--- src/rtl/ram_fifo_if.sv ---
// Bus-side bundle for ram_fifo: write/read requests, data and status.
// The master drives requests; the slave (the FIFO) returns data and flags.
interface ram_fifo_if #(
    parameter int unsigned WIDTH = 16,
    parameter int unsigned DEPTH = 256
);
    localparam int unsigned CBITS = $clog2(DEPTH + 1);

    logic             clear;
    logic [WIDTH-1:0] din;
    logic             push;
    logic             pop;
    logic [WIDTH-1:0] dout;
    logic             dout_valid;
    logic             full;
    logic             empty;
    logic             almost_full;
    logic             almost_empty;
    logic [CBITS-1:0] count;
    logic             overflow;
    logic             underflow;

    modport master (
        output clear, din, push, pop,
        input  dout, dout_valid, full, empty, almost_full, almost_empty, count,
        input  overflow, underflow
    );

    modport slave (
        input  clear, din, push, pop,
        output dout, dout_valid, full, empty, almost_full, almost_empty, count,
        output overflow, underflow
    );
endinterface

--- src/rtl/ram_fifo.sv ---
// Single-clock FIFO over an inferred simple dual-port RAM, with any DEPTH >= 2,
// occupancy/almost flags, sticky overflow/underflow and synchronous clear.
module ram_fifo #(
    parameter int unsigned WIDTH    = 16,
    parameter int unsigned DEPTH    = 256,
    parameter int          AF_LEVEL = int'(DEPTH) - 4,
    parameter int          AE_LEVEL = 4
) (
    input logic      clock,
    input logic      reset_n,
    ram_fifo_if.slave bus
);
    localparam int unsigned ABITS = $clog2(DEPTH);
    localparam int unsigned CBITS = $clog2(DEPTH + 1);
    localparam logic [ABITS-1:0] LAST_PTR = ABITS'(DEPTH - 1);
    localparam logic [CBITS-1:0] FULL_CNT = CBITS'(DEPTH);
    // Negative thresholds (tiny DEPTH) clamp to zero so the compare stays unsigned.
    localparam int unsigned AF_U = (AF_LEVEL < 0) ? 0 : AF_LEVEL;
    localparam int unsigned AE_U = (AE_LEVEL < 0) ? 0 : AE_LEVEL;

    logic [WIDTH-1:0] r_mem [DEPTH];
    logic [ABITS-1:0] r_wr_ptr;
    logic [ABITS-1:0] r_rd_ptr;
    logic [CBITS-1:0] r_count;
    logic [WIDTH-1:0] r_dout;
    logic             r_dout_valid;
    logic             r_overflow;
    logic             r_underflow;

    logic w_full;
    logic w_empty;
    logic w_pop_ok;
    logic w_push_ok;

    function automatic logic [ABITS-1:0] f_next(input logic [ABITS-1:0] p);
        return (p == LAST_PTR) ? '0 : p + ABITS'(1);
    endfunction

    assign w_full  = (r_count == FULL_CNT);
    assign w_empty = (r_count == '0);

    // A clear cycle swallows both requests, so nothing is accepted or flagged.
    assign w_pop_ok  = bus.pop  & ~w_empty & ~bus.clear;
    assign w_push_ok = bus.push & ~bus.clear & (~w_full | w_pop_ok);

    always_ff @(posedge clock) begin
        if (w_push_ok) begin
            r_mem[r_wr_ptr] <= bus.din;
        end
    end

    always_ff @(posedge clock or negedge reset_n) begin
        if (!reset_n) begin
            r_wr_ptr     <= '0;
            r_rd_ptr     <= '0;
            r_count      <= '0;
            r_dout       <= '0;
            r_dout_valid <= 1'b0;
            r_overflow   <= 1'b0;
            r_underflow  <= 1'b0;
        end else if (bus.clear) begin
            r_wr_ptr     <= '0;
            r_rd_ptr     <= '0;
            r_count      <= '0;
            r_dout_valid <= 1'b0;
            r_overflow   <= 1'b0;
            r_underflow  <= 1'b0;
        end else begin
            r_dout_valid <= w_pop_ok;
            if (w_pop_ok) begin
                r_dout   <= r_mem[r_rd_ptr];
                r_rd_ptr <= f_next(r_rd_ptr);
            end
            if (w_push_ok) begin
                r_wr_ptr <= f_next(r_wr_ptr);
            end
            unique case ({w_push_ok, w_pop_ok})
                2'b10:   r_count <= r_count + CBITS'(1);
                2'b01:   r_count <= r_count - CBITS'(1);
                default: r_count <= r_count;
            endcase
            if (bus.push && !w_push_ok) begin
                r_overflow <= 1'b1;
            end
            if (bus.pop && w_empty) begin
                r_underflow <= 1'b1;
            end
        end
    end

    assign bus.dout         = r_dout;
    assign bus.dout_valid   = r_dout_valid;
    assign bus.full         = w_full;
    assign bus.empty        = w_empty;
    assign bus.almost_full  = (32'(r_count) >= AF_U);
    assign bus.almost_empty = (32'(r_count) <= AE_U);
    assign bus.count        = r_count;
    assign bus.overflow     = r_overflow;
    assign bus.underflow    = r_underflow;
endmodule

--- src/flat_wrapper.sv ---
// flat-port wrapper written by rule: the top's interface ports become plain ports
module ram_fifo_flat 
#(
    parameter int unsigned WIDTH    = 16,
    parameter int unsigned DEPTH    = 256,
    parameter int          AF_LEVEL = int'(DEPTH) - 4,
    parameter int          AE_LEVEL = 4
)
  (clock, reset_n, bus_clear, bus_din, bus_push, bus_pop, bus_dout, bus_dout_valid, bus_full, bus_empty, bus_almost_full, bus_almost_empty, bus_count, bus_overflow, bus_underflow);
  ram_fifo_if #(.WIDTH(WIDTH), .DEPTH(DEPTH)) bus_i ();
  input logic clock;
  input logic reset_n;
  input wire logic [$bits(bus_i.clear)-1:0] bus_clear;
  input wire logic [$bits(bus_i.din)-1:0] bus_din;
  input wire logic [$bits(bus_i.push)-1:0] bus_push;
  input wire logic [$bits(bus_i.pop)-1:0] bus_pop;
  output wire logic [$bits(bus_i.dout)-1:0] bus_dout;
  output wire logic [$bits(bus_i.dout_valid)-1:0] bus_dout_valid;
  output wire logic [$bits(bus_i.full)-1:0] bus_full;
  output wire logic [$bits(bus_i.empty)-1:0] bus_empty;
  output wire logic [$bits(bus_i.almost_full)-1:0] bus_almost_full;
  output wire logic [$bits(bus_i.almost_empty)-1:0] bus_almost_empty;
  output wire logic [$bits(bus_i.count)-1:0] bus_count;
  output wire logic [$bits(bus_i.overflow)-1:0] bus_overflow;
  output wire logic [$bits(bus_i.underflow)-1:0] bus_underflow;
  assign bus_i.clear = bus_clear;
  assign bus_i.din = bus_din;
  assign bus_i.push = bus_push;
  assign bus_i.pop = bus_pop;
  assign bus_dout = bus_i.dout;
  assign bus_dout_valid = bus_i.dout_valid;
  assign bus_full = bus_i.full;
  assign bus_empty = bus_i.empty;
  assign bus_almost_full = bus_i.almost_full;
  assign bus_almost_empty = bus_i.almost_empty;
  assign bus_count = bus_i.count;
  assign bus_overflow = bus_i.overflow;
  assign bus_underflow = bus_i.underflow;
  ram_fifo #(.WIDTH(WIDTH), .DEPTH(DEPTH), .AF_LEVEL(AF_LEVEL), .AE_LEVEL(AE_LEVEL)) u_core (.clock(clock), .reset_n(reset_n), .bus(bus_i));
endmodule
--- config.mk ---
export PLATFORM = sky130hd
export DESIGN_NAME = ram_fifo_flat
export DESIGN_NICKNAME = d
export VERILOG_FILES = /design/src/rtl/ram_fifo_if.sv /design/src/rtl/ram_fifo.sv /design/src/flat_wrapper.sv
export SDC_FILE = /design/constraint.sdc
export NUM_CORES = 2
export LEC_CHECK = 0
export BUFFER_PORTS_ARGS = -buffer_cell sky130_fd_sc_hd__buf_2
export CAP_MARGIN = 20
export CELL_PAD_IN_SITES_DETAIL_PLACEMENT = 1
export CELL_PAD_IN_SITES_GLOBAL_PLACEMENT = 1
export CORE_MARGIN = 1
export CORE_UTILIZATION = 30
export DETAILED_ROUTE_END_ITERATION = 8
export HOLD_SLACK_MARGIN = 0.06
export PLACE_DENSITY_LB_ADDON = 0.08
export SYNTH_ARGS = -nofsm -noshare
export SYNTH_HDL_FRONTEND = slang
export SYNTH_SLANG_ARGS = --single-unit
--- constraint.sdc ---
create_clock -name clock -period 3.9 [get_ports clock]
set_clock_uncertainty 0.2 [all_clocks]
set_input_delay 0.195 -clock clock [delete_from_list [all_inputs] [get_ports clock]]
set_output_delay 0.195 -clock clock [all_outputs]
set_load 0.01 [all_outputs]
==> results_dict.tcl <==
set metrics [dict create \
    outcome "finished with violations" \
    violations "setup timing" \
    synth_top_area_share_pct 76.6 \
    dp_hpwl_microns 360000 \
    grt_remaining_overflow 0 \
    clock_path_buffers 4 \
    hp-class "input port to flop" \
    antenna_found_initial 54 \
    core_sq_mm 0.533 \
    grt_pass1_vias 86900 \
    initial_core_util_pct 30.1 \
    dpl_cell_area_sq_mm 0.180 \
    regToRegEndpoint "u_core.bus.dout[2]$_DFFE_PN0P_" \
    routed_via_density 5.17 \
    ant_nets 0 \
    syn_nets 7542 \
    worst_slew_pin_slew_ns 1.18 \
    dpl_worst_slack_ns -0.557 \
    fp-row-count 268 \
    cp.required_ns 4.65 \
    period_share_pct 101 \
    p_leak_nw 60.3 \
    hold_viol_final 0 \
    dieArea_sq_mm 0.538 \
    post-synth-top-count-cell "edfxtp_1" \
    ff2ff_setup_slack_ns -0.02 \
    pin_count 53 \
    crit_start "u_core.r_rd_ptr[0]$_DFFE_PN0P_" \
    drt_wl_total_microns 573000 \
    mappedNetlistArea_sq_mm 0.161 \
    clk_latency_ns 1.02 \
    finalMaxSlewViolations 0 \
    yosysSeqAreaShare_pct 77.3 \
    syn_inst 7508 \
    max_slew_margin_pct 20.3 \
    cts_max_level 5 \
    maxClockFrequency_mhz 255 \
    setup_violations 2 \
    gp_congestion 0.798 \
    crit_end "u_core.bus.dout[2]$_DFFE_PN0P_" \
    clock_sinks 4140 \
    drc_errors 0 \
    drive_gt1_share_pct 31.2 \
    grt_pass1_wl_microns 773000 \
    synth_area_leaders "edfxtp_1, mux4_2, mux2i_1, nor2_1, o221ai_1" \
    area_delta_synth_final_pct 21.4 \
    die_w_microns 734 \
    r2r_cells 11 \
    cts_buffers 464 \
    rsz0062_at_grt "true" \
    fin_nets 8612 \
    clock-root-buffer "clkbuf_16" \
    path_class "flop to flop" \
    final_cell_area_sq_mm 0.195 \
    arrival_ns 4.67 \
    grt_max_degree 121 \
    vias 82700 \
    endpoint_kind "flop" \
    yosysWarnings 0 \
    synth_edf_count 4096 \
    cts_tree "done" \
    irDropWorstVdd_uv 376 \
    synth_common_cells "edfxtp_1, mux4_2, mux2i_1" \
    avgSynthCellArea_sq_um 21.4 \
    reg2reg_from "u_core.r_rd_ptr[0]$_DFFE_PN0P_" \
    maxCapViolations 0 \
    wire_per_inst_microns 35.8 \
    synth_flop_cell "edfxtp_1" \
    path_clk_slew_ns 0.06 \
    drt_iter0_markers 8069 \
    synthArstFlopShare_pct 1.06 \
    cp_max_fo 21 \
    cp-start-kind "flop" \
    pwr_density_cell_mw_per_mm2 585 \
    setup_slack_ns -0.0250 \
    firstDrtPassIters 5 \
    tns_ns -0.0336 \
    ys_seq_elements 4140 \
    grt_use_total_pct 20.8 \
    yosys.area.top_type "edfxtp_1" \
    numPortBuffers 52 \
    post-route-min-period_ns 3.92 \
    total_power_w 0.114 \
    synth_cell_types 85 \
    die_h_microns 734 \
]
cell families after synthesis:
logic type                 after synthesis  share of synthesized area (%)
DFF                                   4140                           77.3
AOI/OAI and AO/OA                      753                           3.23
muxes                                 1394                           15.5
and+or+nand+nor                        748                           2.07
xor gates and xnor gates                11                         0.0600
adders and majority gates               13                          0.106
buffers and inverters                  449                           1.75
registers in the layout, indices dropped and copies added (netlist names):
name and count:
u_core.r_mem 4096, u_core.bus.dout 16, u_core.bus.dout_valid 1, u_core.r_wr_ptr 8, u_core.bus.underflow 1, u_core.bus.count 9
u_core.r_rd_ptr 8, u_core.bus.overflow 1
metrics by stage:
step                cells  util, %  hold slack (ns)
global placement    15100     33.7            0.132
floorplan            7508        -           -0.301
finish              16000     36.6           0.0936
detailed placement  15100     33.7            0.140
global route        16000     36.6           0.0944
CTS                 16000     36.6           0.0608
worst min-delay path by stage:
stage / slack (ns) / cells past startpoint / to / from
final: 0.09 / 2 / u_core.r_mem[104][14]$_DFFE_PP_ / bus_din[14]
after global routing: 0.09 / 2 / u_core.r_mem[104][14]$_DFFE_PP_ / bus_din[14]
after CTS: 0.06 / 2 / u_core.r_mem[104][14]$_DFFE_PP_ / bus_din[14]
after detailed placement: 0.14 / 1 / u_core.bus.dout_valid$_DFF_PN0_ / reset_n
after global placement: 0.13 / 1 / u_core.bus.dout_valid$_DFF_PN0_ / reset_n
after floorplan: -0.30 / 0 / u_core.bus.count[0]$_DFFE_PN0P_ / reset_n
critical path, cell delays in order (launching register included):
cell and delay (ns):
dfrtp_4 0.51, buf_12 0.16, buf_12 0.17, buf_16 0.19
buf_16 0.20, mux4_2 0.39, nand2b_1 0.19, a21oi_1 0.09
o21ai_0 0.95, o211ai_1 0.32, o221ai_1 0.27, o21a_1 0.15
final cells by class:
| type | instances | area (sq um) |
|---|---|---|
| Clock buffer | 592 | 12200 |
| Multi-Input combinational cell | 2919 | 34700 |
| Fill cell | 50900 | 338000 |
| Sequential cell | 4140 | 124000 |
| Tap cell | 7020 | 8780 |
| Inverter | 9 | 48.8 |
| Clock inverter | 261 | 2300 |
| Antenna cell | 14 | 35.0 |
| Timing Repair Buffer | 1044 | 12900 |
layout by cell type (no fill, tap or decap), types with 15 or more instances in the layout:
cell	instances
a21oi_1	147
a221oi_1	17
a22oi_1	49
a31oi_1	33
and2_1	21
buf_12	374
buf_2	36
buf_4	564
buf_8	18
bufinv_16	33
clkbuf_1	122
clkbuf_16	471
clkinv_1	114
clkinv_2	85
dfrtp_1	38
dlygate4sd3_1	39
edfxtp_1	4096
mux2_2	43
mux2i_1	473
mux4_2	867
nand2_1	143
nand3_1	54
nand3_4	16
nor2_1	172
nor2_2	190
nor2b_1	15
nor3_1	29
o21ai_0	78
o221ai_1	140
o22ai_1	126
o31ai_1	18
layer usage:
metal	track usage (%)	vias up	share of wire, %
met5	0	-	0.0037
met3	2.31	572	4.3
met1	29.5	46100	45
met4	4.65	4	2.3
li1	-	33900	-
met2	34.6	2113	48
report_power, final:
part           internal [W]  switching, W  leakage, nW
sequential           0.0490      0.000331         37.3
combinational        0.0102        0.0121         15.8
clock                0.0242        0.0182         7.10
what timing repair did:
item	CTS	global route
gates cloned	1	1
setup endpoints to repair	11	11
hold endpoints to repair	4167	0
resized for setup	25	25
hold buffers	44	0
pin swaps	2	2
setup buffers	2	0
Note: power is estimated with default switching activity, not from simulation.
